[src/rtl/gridx_mem_pkg.sv]
// rtl/gridx_mem_pkg.sv - shared types for the sram bank request front-end
package gridx_mem_pkg;

    localparam int TAG_ID_BITS = 8;

    typedef enum logic [1:0] {
        ACTIVE = 2'd0,
        GATED  = 2'd1,
        WAKE   = 2'd2
    } power_state_e;

    typedef struct packed {
        logic                   valid;
        logic [TAG_ID_BITS-1:0] id;
    } resp_tag_t;

endpackage

[src/rtl/rr_arbiter.sv]
// rtl/rr_arbiter.sv - round-robin arbiter; priority starts at the pointer and
// the pointer moves past the winner on each accepted grant
module rr_arbiter #(
    parameter int NUM_REQ = 4,
    parameter int ID_W    = $clog2(NUM_REQ)
) (
    input  logic               clk,
    input  logic               reset,
    input  logic [NUM_REQ-1:0] i_req,
    input  logic               i_advance,
    output logic [NUM_REQ-1:0] o_grant,
    output logic [ID_W-1:0]    o_grant_id
);

    logic [ID_W-1:0] r_ptr;
    logic            w_found;

    always_comb begin
        o_grant    = '0;
        o_grant_id = '0;
        w_found    = 1'b0;
        for (int k = 0; k < NUM_REQ; k++) begin
            int idx;
            idx = (int'(r_ptr) + k) % NUM_REQ;
            if (!w_found && i_req[ID_W'(idx)]) begin
                w_found              = 1'b1;
                o_grant[ID_W'(idx)]  = 1'b1;
                o_grant_id           = ID_W'(idx);
            end
        end
    end

    always_ff @(posedge clk) begin
        if (reset) begin
            r_ptr <= '0;
        end else if (i_advance && w_found) begin
            r_ptr <= (o_grant_id == ID_W'(NUM_REQ - 1)) ? '0 : o_grant_id + 1'b1;
        end
    end

endmodule

[src/rtl/sram_bank_arbiter.sv]
// rtl/sram_bank_arbiter.sv - arbitrates NUM_REQ requesters onto one bank's read
// and write ports, routes responses back, and power-gates the bank when idle
module sram_bank_arbiter
    import gridx_mem_pkg::*;
#(
    parameter int NUM_REQ     = 4,
    parameter int BANK_DEPTH  = 256,
    parameter int DATA_WIDTH  = 64,
    parameter int ADDR_BITS   = $clog2(BANK_DEPTH),
    parameter int IDLE_CYCLES = 16
) (
    input  logic                          clk,
    input  logic                          reset,
    input  logic [NUM_REQ-1:0]            req_valid,
    input  logic [NUM_REQ-1:0]            req_we,
    input  logic [NUM_REQ*ADDR_BITS-1:0]  req_address,
    input  logic [NUM_REQ*DATA_WIDTH-1:0] req_wdata,
    output logic [NUM_REQ-1:0]            req_ready,
    output logic [NUM_REQ-1:0]            resp_valid,
    output logic [DATA_WIDTH-1:0]         resp_rdata,
    output logic [NUM_REQ-1:0]            wack,
    output logic                          bank_enable,
    output logic                          bank_read_valid,
    output logic [ADDR_BITS-1:0]          bank_read_address,
    output logic                          bank_write_valid,
    output logic [ADDR_BITS-1:0]          bank_write_address,
    output logic [DATA_WIDTH-1:0]         bank_write_data,
    input  logic                          bank_read_ready,
    input  logic [DATA_WIDTH-1:0]         bank_read_data,
    input  logic                          bank_write_ready
);

    localparam int ID_W  = $clog2(NUM_REQ);
    localparam int CNT_W = (IDLE_CYCLES > 1) ? $clog2(IDLE_CYCLES) : 1;
    localparam logic [CNT_W-1:0] CNT_MAX = CNT_W'((IDLE_CYCLES == 0) ? 0 : IDLE_CYCLES - 1);

    power_state_e     r_state, w_state_nxt;
    logic [CNT_W-1:0] r_idle_cnt, w_idle_cnt_nxt;
    resp_tag_t        r_rd_tag, r_wr_tag;

    logic [NUM_REQ-1:0] w_rd_grant, w_wr_grant;
    logic [ID_W-1:0]    w_rd_gid, w_wr_gid;
    logic               w_active, w_rd_any, w_wr_any, w_idle;

    assign w_active = (r_state == ACTIVE) && !reset;

    rr_arbiter #(.NUM_REQ(NUM_REQ)) u_rd_arb (
        .clk        (clk),
        .reset      (reset),
        .i_req      (req_valid & ~req_we),
        .i_advance  (w_active),
        .o_grant    (w_rd_grant),
        .o_grant_id (w_rd_gid)
    );

    rr_arbiter #(.NUM_REQ(NUM_REQ)) u_wr_arb (
        .clk        (clk),
        .reset      (reset),
        .i_req      (req_valid & req_we),
        .i_advance  (w_active),
        .o_grant    (w_wr_grant),
        .o_grant_id (w_wr_gid)
    );

    assign w_rd_any         = w_active && (|w_rd_grant);
    assign w_wr_any         = w_active && (|w_wr_grant);
    assign req_ready        = w_active ? (w_rd_grant | w_wr_grant) : '0;
    assign bank_read_valid  = w_rd_any;
    assign bank_write_valid = w_wr_any;
    assign resp_rdata       = bank_read_data;

    always_comb begin
        bank_read_address  = '0;
        bank_write_address = '0;
        bank_write_data    = '0;
        for (int i = 0; i < NUM_REQ; i++) begin
            if (w_rd_gid == ID_W'(i)) begin
                bank_read_address = req_address[i*ADDR_BITS +: ADDR_BITS];
            end
            if (w_wr_gid == ID_W'(i)) begin
                bank_write_address = req_address[i*ADDR_BITS +: ADDR_BITS];
                bank_write_data    = req_wdata[i*DATA_WIDTH +: DATA_WIDTH];
            end
        end
    end

    // The bank answers one cycle after the grant, so the tag remembers who asked.
    always_ff @(posedge clk) begin
        if (reset) begin
            r_rd_tag <= '0;
            r_wr_tag <= '0;
        end else begin
            r_rd_tag <= '{valid: w_rd_any, id: TAG_ID_BITS'(w_rd_gid)};
            r_wr_tag <= '{valid: w_wr_any, id: TAG_ID_BITS'(w_wr_gid)};
        end
    end

    always_comb begin
        resp_valid = '0;
        wack       = '0;
        for (int i = 0; i < NUM_REQ; i++) begin
            if (!reset && r_rd_tag.valid && bank_read_ready && r_rd_tag.id == TAG_ID_BITS'(i)) begin
                resp_valid[i] = 1'b1;
            end
            if (!reset && r_wr_tag.valid && bank_write_ready && r_wr_tag.id == TAG_ID_BITS'(i)) begin
                wack[i] = 1'b1;
            end
        end
    end

    assign w_idle = (req_valid == '0) && !r_rd_tag.valid && !r_wr_tag.valid;

    always_ff @(posedge clk) begin
        if (reset) begin
            r_state    <= ACTIVE;
            r_idle_cnt <= '0;
        end else begin
            r_state    <= w_state_nxt;
            r_idle_cnt <= w_idle_cnt_nxt;
        end
    end

    always_comb begin
        w_state_nxt    = r_state;
        w_idle_cnt_nxt = r_idle_cnt;
        bank_enable    = 1'b1;
        case (r_state)
            ACTIVE: begin
                if (!w_idle) begin
                    w_idle_cnt_nxt = '0;
                end else if (r_idle_cnt == CNT_MAX) begin
                    if (IDLE_CYCLES != 0) begin
                        w_state_nxt = GATED;
                    end
                end else begin
                    w_idle_cnt_nxt = r_idle_cnt + 1'b1;
                end
            end
            GATED: begin
                bank_enable    = 1'b0;
                w_idle_cnt_nxt = '0;
                if (|req_valid) begin
                    w_state_nxt = WAKE;
                end
            end
            WAKE: begin
                w_idle_cnt_nxt = '0;
                w_state_nxt    = ACTIVE;
            end
            default: begin
                w_idle_cnt_nxt = '0;
                w_state_nxt    = ACTIVE;
            end
        endcase
    end

endmodule

[config.mk]
export PLATFORM = sky130hd
export DESIGN_NAME = sram_bank_arbiter
export DESIGN_NICKNAME = d
export VERILOG_FILES = /design/src/rtl/gridx_mem_pkg.sv /design/src/rtl/rr_arbiter.sv /design/src/rtl/sram_bank_arbiter.sv
export SDC_FILE = /design/constraint.sdc
export NUM_CORES = 1
export LEC_CHECK = 0
export CELL_PAD_IN_SITES_DETAIL_PLACEMENT = 0
export CELL_PAD_IN_SITES_GLOBAL_PLACEMENT = 1
export CORE_AREA = 2 2 201 203
export CTS_CLUSTER_SIZE = 8
export DETAILED_ROUTE_END_ITERATION = 10
export DIE_AREA = 0 0 203 205
export DONT_BUFFER_PORTS = 1
export HOLD_SLACK_MARGIN = 0.02
export PLACE_DENSITY = 0.46
export SYNTH_ARGS = -nofsm -noshare
export SYNTH_HDL_FRONTEND = slang
export SYNTH_SLANG_ARGS = --single-unit
[constraint.sdc]
create_clock -name clk -period 8.9 [get_ports clk]
set_clock_uncertainty 0.15 [all_clocks]
set_input_delay 1.335 -clock clk [delete_from_list [all_inputs] [get_ports clk]]
set_output_delay 1.335 -clock clk [all_outputs]
set_load 0.02 [all_outputs]
==> results of run 1 <==
state kept, by name, indices dropped and copies added, names as in the netlist:
name,count
r_idle_cnt,4
r_rd_tag,3
r_wr_tag,3
r_state,2
u_rd_arb.r_ptr,2
u_wr_arb.r_ptr,2
through the flow:
| step | area [µm²] | hold slack [ns] | util | std cells | total power [W] |
|---|---|---|---|---|---|
| after floorplan | 5020 | 0.345 | - | 914 | 0.00185 |
| after global placement | 5030 | 0.370 | 0.128 | 1308 | 0.00226 |
| after detailed placement | 5030 | 0.383 | 0.128 | 1308 | 0.00226 |
| after CTS | 5120 | 0.392 | 0.130 | 1312 | 0.00236 |
| after global routing | 5120 | 0.436 | 0.130 | 1313 | 0.00259 |
| final | 5130 | 0.385 | 0.130 | 1316 | 0.00234 |
power groups by stage:
stage | Combinational [W] | Clock, W | Sequential [W]
final | 0.00210 | 0.0000998 | 0.000133
after global routing | 0.00235 | 0.000105 | 0.000138
after CTS | 0.00213 | 0.000101 | 0.000133
after detailed placement | 0.00213 | 0 | 0.000134
after global placement | 0.00213 | 0 | 0.000135
after floorplan | 0.00174 | 0 | 0.000107
area by class of cell:
type / count / area share
inverters: 10 / 0.00732
flip-flops and latches: 16 / 0.0625
diodes: 4 / 0.00195
well taps: 525 / 0.128
repair buffers: 6 / 0.0137
clock buffers: 4 / 0.0173
multi-input cells: 751 / 0.769
critical path: cells and delay by family (launching register included):
family | cells | cell delay [ns]
AOI/OAI and AO/OA | 5 | 1.66
adders and majority gates | 2 | 1.32
DFF | 1 | 0.77
and+or+nand+nor | 2 | 0.71
muxes | 1 | 0.47
buffers and inverters | 1 | 0.34
cells by family after synthesis:
| kind of cell | count (synthesis) |
|---|---|
| DFF | 16 |
| AOI/OAI and AO/OA | 294 |
| xor gates and xnor gates | 1 |
| adders and majority gates | 25 |
| muxes | 12 |
| and+or+nand+nor | 419 |
| buffers and inverters | 147 |
Yosys cell counts (all sizes together) (4+ instances only):
| cell | number |
|---|---|
| inv | 10 |
| a221oi | 5 |
| nor3 | 6 |
| buf | 80 |
| o21ai | 87 |
| a21oi | 163 |
| a22oi | 9 |
| and3 | 5 |
| nand2b | 7 |
| mux2i | 8 |
| ha | 25 |
| nor4 | 6 |
| nand3 | 17 |
| nor2 | 178 |
| and2 | 4 |
| clkbuf | 57 |
| nand2 | 169 |
| nor2b | 7 |
| nand4 | 7 |
| dfxtp | 16 |
| a41oi | 4 |
routing by layer:
| layer | part of all wire | wire length, µm |
|---|---|---|
| met1 | 0.39 | 9540 |
| met4 | 0.030 | 720 |
| met2 | 0.48 | 11500 |
| met3 | 0.10 | 2420 |
| met5 | 0.0011 | 26 |
worst max path at each step:
stage | startpoint | end | slack (ns)
floorplan | req_valid[0] | bank_write_address[7] | 3.12
global placement | u_wr_arb.r_ptr[0]$_SDFFE_PP0P_ | bank_write_data[63] | 2.19
detailed placement | u_wr_arb.r_ptr[0]$_SDFFE_PP0P_ | bank_write_data[63] | 2.15
CTS | u_wr_arb.r_ptr[0]$_SDFFE_PP0P_ | bank_write_data[63] | 1.86
global route | u_wr_arb.r_ptr[0]$_SDFFE_PP0P_ | bank_write_data[63] | 1.35
finish | u_wr_arb.r_ptr[0]$_SDFFE_PP0P_ | bank_write_data[63] | 1.79
==> run_results.csv, run 1 <==
group,metric,value,unit
grt,globalRouteTotalUtil,0.103,
power_and_ir_drop,p_leak,1.79,nW
routing,routed_wl,24.2,mm
final_layout,final_common_cell,"nor2_1",
die,num_rows,73,
final_layout,regArea,320,µm²
routing,drt-vias-per-instance,4.38,
synth,synth_ff_type,"dfxtp_1",
grt,grt_util_met3,0.0332,
power_and_ir_drop,powerDensity,456,mW/mm²
synth,synth-simple-area-share,0.354,
clock_network,cts-hold-fix-buffers,0,
timing,slew_headroom,0.270,
hold_path,hp-start,"r_idle_cnt[2]$_SDFFE_PP0P_",
die,die_h,205,µm
worst_setup_path,critPathSlowestCell,"o31ai_1",
hold_path,holdPathStages,2,
timing,layout_setup_ws,1.79,ns
grt,grtUsageMet2,0.172,
power_and_ir_drop,internal_power,0.000698,W
synth,synth_compound_area_frac,0.326,
synth,synth_cell_types,62,
clock_network,post_cts_buffers,0,
grt,grt_busiest_layer,"met2",
worst_setup_path,path_cells,"inv_1 > ha_1 > mux4_2 > a31oi_4 > o31ai_1 > ha_4 > nor2b_1 > a22oi_1 > nor2_1 > a21oi_1 > o21ai_0",
clock_network,clk_pin_slew,0.06,ns
routing,postRouteAntennaNets,0,
timing,rsz0062_at_grt,"no",
synth,synth_top_family_by_area,"simple AND/OR/NAND/NOR gates",
hold_path,hold_end,"r_idle_cnt[2]$_SDFFE_PP0P_",
worst_setup_path,cp_slowest_stage_delay,0.91,ns
routing,firstDrtPassIters,6,
routing,drc,0,
die,start_util,0.128,
place,dp_slack,2.15,ns
worst_setup_path,rrSetupSlack,4.79,ns
synth,synth_fa_ha_area_frac,0.0623,
synth,syn_avg_cell_area,5.50,µm²
grt,grt_overflow,0,
timing,tightest_slew,1.08,ns
routing,routed-via-count,5764,
routing,drt-wirelength-per-cell,18.4,µm
clock_network,ctsResizeCount,0,
worst_setup_path,r2r-start,"u_wr_arb.r_ptr[0]$_SDFFE_PP0P_",
synth,synth_area_leaders,"a21oi_1, nor2_1, nand2_1, buf_4, o21ai_0",
power_and_ir_drop,switching_share,0.701,
timing,period_share,0.799,
worst_setup_path,crit_type,"reg2out",
worst_setup_path,critPathMaxFanout,71,
flow_run,cap_violations,0,
synth,synth_edf_count,0,
synth,synth_top_area_frac,0.160,
synth,ys_ff_latch,16,
die,die_x,203,µm
power_and_ir_drop,p_comb_frac,0.900,
timing,setup_viol,0,
timing,min_period,7.11,ns
synth,yosysSeqAreaShare,0.0638,
worst_setup_path,arrival,5.62,ns
place,io_buffers,0,
clock_network,clock_latency,0.25,ns
final_layout,fillers,4652,
timing,fin_setup_tns,0,ns
outcome,status,"completed",
final_layout,multi_input_area,0.00395,mm²
synth,synth_area,0.00502,mm²
clock_network,cts_root_buffer,"clkbuf_16",
synth,synth-xor-area-share,0.00174,
worst_setup_path,reg2reg_to,"u_wr_arb.r_ptr[1]$_SDFFE_PP0P_",
final_layout,area_growth,2.09,%
place,dp_hpwl,20.0,mm
worst_setup_path,worstSetupEndpointType,"primary output",
hold_path,hold_path_class,"reg2reg",
power_and_ir_drop,seqPwrFrac,0.057,
timing,fmaxAchievable,141,MHz
place,gp_congestion,0.823,
clock_network,cts_made_buffers,3,
grt,grt_max_degree,93,
synth,syn_inst,914,
worst_setup_path,reg2reg_depth,9,
clock_network,cts_tree,"yes",
synth,ys_warn_count,0,
power_and_ir_drop,power.net_switching,0.00164,W
timing,hold_viol,0,
routing,drtIter0Drc,503,
grt,grt_pass1_wl,32.8,mm
timing,slew_viol_final,0,
clock_network,clock-sinks,16,
clock_network,h-tree-depth,1,
synth,async_flop_share,0,
final_layout,layout-drive-gt1-share,0.0407,
worst_setup_path,required,7.41,ns
clock_network,cts_buffer_depth,2,
synth,synth_fp_nets,1303,
die,num_io_pins,523,
grt,met1_usage,0.125,
synth,yosysTopAreaCell,"a21oi_1",
final_layout,nets,1177,
final_layout,final_cell_mix,"nor2_1, nand2_1, a21oi_1",
power_and_ir_drop,pwr-share-clk,0.043,
synth,synth_mux_area_frac,0.0316,
grt,antenna_found_initial,5,
power_and_ir_drop,vdd_drop_max,0.187,mV
die,core_region_area,0.0394,mm²
die,dieArea,0.0416,mm²
grt,grt_pass1_vias,5122,
worst_setup_path,crit_path_start_kind,"flip-flop",
(Power assumes the default switching activity.)
==> run 2, diff against run 1 <==
--- a/config.mk
+++ b/config.mk
@@ -7,13 +7,13 @@
 export LEC_CHECK = 0
 export CELL_PAD_IN_SITES_DETAIL_PLACEMENT = 0
 export CELL_PAD_IN_SITES_GLOBAL_PLACEMENT = 1
-export CORE_AREA = 2 2 201 203
+export CORE_AREA = 2 2 202 204
 export CTS_CLUSTER_SIZE = 8
 export DETAILED_ROUTE_END_ITERATION = 10
-export DIE_AREA = 0 0 203 205
+export DIE_AREA = 0 0 204 206
 export DONT_BUFFER_PORTS = 1
 export HOLD_SLACK_MARGIN = 0.02
-export PLACE_DENSITY = 0.46
+export PLACE_DENSITY = 0.47
 export SYNTH_ARGS = -nofsm -noshare
 export SYNTH_HDL_FRONTEND = slang
 export SYNTH_SLANG_ARGS = --single-unit
==> constraint.sdc (replaced) <==
create_clock -name clk -period 6.4 [get_ports clk]
set_clock_uncertainty 0.15 [all_clocks]
set_input_delay 0.96 -clock clk [delete_from_list [all_inputs] [get_ports clk]]
set_output_delay 0.96 -clock clk [all_outputs]
set_load 0.02 [all_outputs]
==> run_results.csv, run 2 (same netlist as run 1, synthesis figures left out) <==
group,metric,value,unit
outcome,status,"completed",
die,num_rows,74,
grt,grt_pass1_vias,4994,
clock_network,post_cts_buffers,0,
timing,min_period,5.87,ns
clock_network,h-tree-depth,1,
worst_setup_path,critPathMaxFanout,73,
worst_setup_path,worstSetupEndpointType,"primary output",
die,die_x,204,µm
grt,antenna_found_initial,1,
worst_setup_path,reg2reg_to,"u_rd_arb.r_ptr[1]$_SDFFE_PP0P_",
routing,firstDrtPassIters,5,
die,dieArea,0.0420,mm²
die,die_h,206,µm
clock_network,ctsResizeCount,0,
worst_setup_path,rrSetupSlack,2.80,ns
routing,postRouteAntennaNets,0,
die,start_util,0.125,
grt,grt_pass1_wl,31.7,mm
routing,drc,0,
place,dp_slack,0.656,ns
routing,drt-wirelength-per-cell,17.7,µm
hold_path,hold_end,"r_idle_cnt[2]$_SDFFE_PP0P_",
worst_setup_path,reg2reg_depth,9,
routing,drtIter0Drc,383,
routing,drt-vias-per-instance,4.30,
worst_setup_path,r2r-start,"u_rd_arb.r_ptr[0]$_SDFFE_PP0P_",
place,gp_congestion,0.823,
hold_path,hold_path_class,"reg2reg",
die,core_region_area,0.0402,mm²
worst_setup_path,arrival,4.76,ns
clock_network,cts_tree,"yes",
final_layout,area_growth,8.14,%
clock_network,cts_buffer_depth,2,
clock_network,clock-sinks,16,
clock_network,clk_pin_slew,0.05,ns
timing,rsz0062_at_grt,"no",
grt,grt_max_degree,74,
hold_path,holdPathStages,2,
timing,fmaxAchievable,170,MHz
final_layout,fillers,4794,
power_and_ir_drop,p_leak,1.98,nW
final_layout,final_util,0.135,
clock_network,cts_root_buffer,"clkbuf_16",
timing,setup_viol,0,
routing,routed_wl,24.1,mm
power_and_ir_drop,powerDensity,656,mW/mm²
final_layout,regMostFlops,"r_idle_cnt",
grt,grt_overflow,0,
timing,whs,0.377,ns
worst_setup_path,crit_path_start_kind,"flip-flop",
routing,routed-via-count,5837,
timing,slew_headroom,0.221,
timing,fin_setup_tns,0,ns
power_and_ir_drop,vdd_drop_max,0.246,mV
place,dp_hpwl,19.7,mm
clock_network,cts-hold-fix-buffers,0,
final_layout,layout-drive-gt1-share,0.0837,
clock_network,clock_latency,0.25,ns
worst_setup_path,required,5.29,ns
timing,tightest_slew,1.16,ns
grt,globalRouteTotalUtil,0.0985,
hold_path,hp-start,"r_idle_cnt[3]$_SDFFE_PP0P_",
die,num_io_pins,523,
timing,slew_viol_final,0,
timing,layout_setup_ws,0.529,ns
final_layout,reg_top3,"r_idle_cnt: 4 flops, r_rd_tag: 3 flops, r_wr_tag: 3 flops",
clock_network,cts_made_buffers,3,
flow_run,cap_violations,0,
timing,period_share,0.917,
worst_setup_path,crit_type,"reg2out",
final_layout,largest_reg_flops,4,
final_layout,final_cell_mix,"nor2_1, nand2_1, a21oi_1",
place,io_buffers,0,
final_layout,final_common_cell,"nor2_1",
final_layout,nets,1214,
timing,hold_viol,0,
[run 2: cell types whose count changed in the layout (fill, tap and decap cells not counted)]
cell	previous run	this run
buf_4	4	39
buf_12	2	4
diode_2	4	1
[run 2: final cells by class]
| class | count | area (µm²) | share of cell area |
|---|---|---|---|
| Antenna cell | 1 | 2.50 | 0.000461 |
| Clock buffer | 4 | 88.8 | 0.0164 |
| Inverter | 10 | 37.5 | 0.00691 |
| Multi-Input combinational cell | 751 | 3950 | 0.726 |
| Sequential cell | 16 | 320 | 0.0590 |
| Tap cell | 532 | 666 | 0.123 |
| Timing Repair Buffer | 43 | 373 | 0.0686 |
[run 2: how the worst max path moves through the flow]
stage / start / to / slack, ns / cells after the start
final: u_wr_arb.r_ptr[0]$_SDFFE_PP0P_ / bank_write_data[42] / 0.53 / 14
after global placement: req_we[2] / bank_write_data[35] / 0.79 / 12
after CTS: u_wr_arb.r_ptr[0]$_SDFFE_PP0P_ / bank_write_data[54] / 0.56 / 13
after floorplan: req_valid[0] / bank_write_address[7] / 1.37 / 14
after global routing: u_wr_arb.r_ptr[0]$_SDFFE_PP0P_ / bank_write_data[35] / 0.22 / 13
after detailed placement: req_we[2] / bank_write_data[24] / 0.66 / 12
[run 2: per-stage QoR]
stage | power, W | std cells | area (µm²)
CTS | 0.00358 | 1356 | 5430
detailed placement | 0.00344 | 1352 | 5340
floorplan | 0.00257 | 914 | 5020
global placement | 0.00345 | 1352 | 5340
global route | 0.00393 | 1356 | 5430
finish | 0.00356 | 1357 | 5430
[run 2: worst max-delay path: stages, from the launching register on]
cell,delay [ns]
dfxtp_1,0.31
inv_1,0.25
ha_1,0.43
mux4_2,0.47
a31oi_4,0.06
o31ai_1,0.97
inv_1,0.31
ha_4,0.41
buf_12,0.27
nor2_1,0.13
a21oi_1,0.05
nor2_1,0.10
a21oi_1,0.05
o21ai_0,0.45
buf_4,0.24
[run 2: power by group]
| group | switching [W] | leakage, nW | internal (W) |
|---|---|---|---|
| Combinational | 0.00227 | 1.81 | 0.00100 |
| Clock | 0.0000417 | 0.0442 | 0.0000951 |
| Sequential | 0.0000352 | 0.131 | 0.000123 |
| Total | 0.00234 | 1.98 | 0.00122 |
[run 2: layer usage]
layer  track usage  part of all wire
met5             0           0.00054
met3        0.0303             0.096
met4        0.0305             0.027
met2         0.167              0.48
met1         0.119              0.39
==> run 3, diff against run 2 <==
--- a/config.mk
+++ b/config.mk
@@ -7,13 +7,13 @@
 export LEC_CHECK = 0
 export CELL_PAD_IN_SITES_DETAIL_PLACEMENT = 0
 export CELL_PAD_IN_SITES_GLOBAL_PLACEMENT = 1
-export CORE_AREA = 2 2 202 204
+export CORE_AREA = 2 2 201 203
 export CTS_CLUSTER_SIZE = 8
 export DETAILED_ROUTE_END_ITERATION = 10
-export DIE_AREA = 0 0 204 206
+export DIE_AREA = 0 0 203 205
 export DONT_BUFFER_PORTS = 1
 export HOLD_SLACK_MARGIN = 0.02
-export PLACE_DENSITY = 0.47
+export PLACE_DENSITY = 0.46
 export SYNTH_ARGS = -nofsm -noshare
 export SYNTH_HDL_FRONTEND = slang
 export SYNTH_SLANG_ARGS = --single-unit
==> constraint.sdc (replaced) <==
create_clock -name clk -period 7 [get_ports clk]
set_clock_uncertainty 0.15 [all_clocks]
set_input_delay 1.05 -clock clk [delete_from_list [all_inputs] [get_ports clk]]
set_output_delay 1.05 -clock clk [all_outputs]
set_load 0.02 [all_outputs]
==> run_results.csv, run 3 (same netlist as run 1, synthesis figures left out) <==
group,metric,value,unit
outcome,status,"completed",
place,io_buffers,0,
timing,hold_viol,0,
routing,drt-wirelength-per-cell,18.2,µm
worst_setup_path,arrival,4.96,ns
routing,met1_length,9.65,mm
die,core_region_area,0.0394,mm²
grt,grt_pass1_vias,5095,
final_layout,regMostFlops,"r_idle_cnt",
routing,postRouteAntennaNets,0,
routing,drtIter0Drc,460,
grt,grt_overflow,0,
timing,slew_viol_final,0,
final_layout,largest_reg_flops,4,
grt,grt_pass1_wl,32.3,mm
final_layout,layout-drive-gt1-share,0.0551,
power_and_ir_drop,powerDensity,582,mW/mm²
die,dieArea,0.0416,mm²
clock_network,cts_made_buffers,3,
worst_setup_path,crit_path_start_kind,"flip-flop",
final_layout,fillers,4648,
worst_setup_path,critPathMaxFanout,38,
grt,globalRouteTotalUtil,0.101,
clock_network,post_cts_buffers,0,
timing,tightest_slew,1.11,ns
final_layout,final_common_cell,"nor2_1",
timing,setup_viol,0,
worst_setup_path,crit_type,"reg2out",
clock_network,clock-sinks,16,
final_layout,area_growth,4.13,%
timing,fin_setup_tns,0,ns
routing,wl_met3,2.32,mm
timing,fmaxAchievable,162,MHz
worst_setup_path,cp_slowest_stage_delay,0.88,ns
grt,antenna_found_initial,6,
clock_network,clk_pin_slew,0.06,ns
routing,highest_layer,"met5",
grt,grt_max_degree,116,
routing,met2_length,11.3,mm
routing,firstDrtPassIters,6,
worst_setup_path,rrSetupSlack,3.34,ns
place,gp_congestion,0.811,
clock_network,cts_tree,"yes",
clock_network,cts_root_buffer,"clkbuf_16",
routing,routed-via-count,5839,
worst_setup_path,critPathSlowestCell,"o31ai_1",
routing,routed_wl,24.2,mm
die,num_io_pins,523,
clock_network,clock_latency,0.25,ns
die,start_util,0.128,
final_layout,final_cell_mix,"nor2_1, nand2_1, a21oi_1",
timing,slew_headroom,0.258,
hold_path,hold_path_class,"reg2reg",
routing,drt-vias-per-instance,4.40,
place,dp_slack,0.900,ns
flow_run,cap_violations,0,
routing,drc,0,
timing,rsz0062_at_grt,"no",
clock_network,cts_buffer_depth,2,
power_and_ir_drop,p_leak,1.85,nW
hold_path,holdPathStages,2,
timing,min_period,6.16,ns
worst_setup_path,reg2reg_depth,9,
clock_network,ctsResizeCount,0,
final_layout,final_util,0.133,
final_layout,nets,1189,
worst_setup_path,worstSetupEndpointType,"primary output",
power_and_ir_drop,vdd_drop_max,0.212,mV
timing,period_share,0.880,
place,dp_hpwl,20.2,mm
timing,layout_setup_ws,0.840,ns
die,num_rows,73,
clock_network,cts-hold-fix-buffers,0,
final_layout,reg_top3,"r_idle_cnt: 4 flops, r_rd_tag: 3 flops, r_wr_tag: 3 flops",
worst_setup_path,path_cells,"buf_4 > inv_1 > ha_1 > mux4_2 > a31oi_4 > o31ai_1 > inv_1 > ha_4 > buf_4 > nor2_1 > a21oi_1 > nor2_1 > a21oi_1 > o21ai_0",
power_and_ir_drop,power,0.00305,W
die,die_x,203,µm
die,die_h,205,µm
clock_network,h-tree-depth,1,
worst_setup_path,required,5.80,ns
## run 3: cell types whose count changed in the layout (fill, tap and decap cells not counted), sizes merged
cell | previous run | this run
buf | 43 | 18
diode | 1 | 4
## run 3: where the power goes
group | leakage (nW) | internal (W) | switching [W]
Sequential | 0.131 | 0.000112 | 0.0000312
Combinational | 1.68 | 0.000748 | 0.00203
Clock | 0.0442 | 0.0000870 | 0.0000416
## run 3: routing by layer
metal / vias to the layer above / GRT usage
met3: 66 / 0.0332
met1: 2650 / 0.126
met2: 295 / 0.162
met5: - / 0
met4: 4 / 0.0399
li1: 2824 / -
## run 3: stage by stage
step | hold WS (ns) | cell area, µm² | instances
2_1_floorplan | 0.345 | 5020 | 914
3_5_place_dp | 0.370 | 5130 | 1320
6_report | 0.378 | 5230 | 1328
5_1_grt | 0.439 | 5230 | 1327
4_1_cts | 0.379 | 5220 | 1324
3_3_place_gp | 0.373 | 5130 | 1320
## run 3: worst max-delay path: cells and delay by family, from the launching register on
family | cells | cell delay (ns)
AO/OA/AOI/OAI | 5 | 1.66
adder cells (fa/ha/maj) | 2 | 0.83
flip-flops | 1 | 0.30
multiplexers | 1 | 0.46
buffers and inverters | 4 | 0.97
AND/OR/NAND/NOR | 2 | 0.44
## run 3: cell type report
cell class | count | area [µm²] | share of cell area
multi-input cells | 751 | 3950 | 0.754
well taps | 525 | 657 | 0.126
flip-flops and latches | 16 | 320 | 0.0612
repair buffers | 18 | 173 | 0.0330
clock buffers | 4 | 88.8 | 0.0170
inverters | 10 | 37.5 | 0.00718
diodes | 4 | 10.0 | 0.00191
## run 3: final timing paths
kind | endpoint | start
worst max-delay path | bank_write_data[54] | u_wr_arb.r_ptr[1]$_SDFFE_PP0P_
worst min-delay path | r_idle_cnt[2]$_SDFFE_PP0P_ | r_idle_cnt[3]$_SDFFE_PP0P_
worst max register to register | u_rd_arb.r_ptr[1]$_SDFFE_PP0P_ | u_rd_arb.r_ptr[0]$_SDFFE_PP0P_
worst min register to register | r_idle_cnt[2]$_SDFFE_PP0P_ | r_idle_cnt[3]$_SDFFE_PP0P_
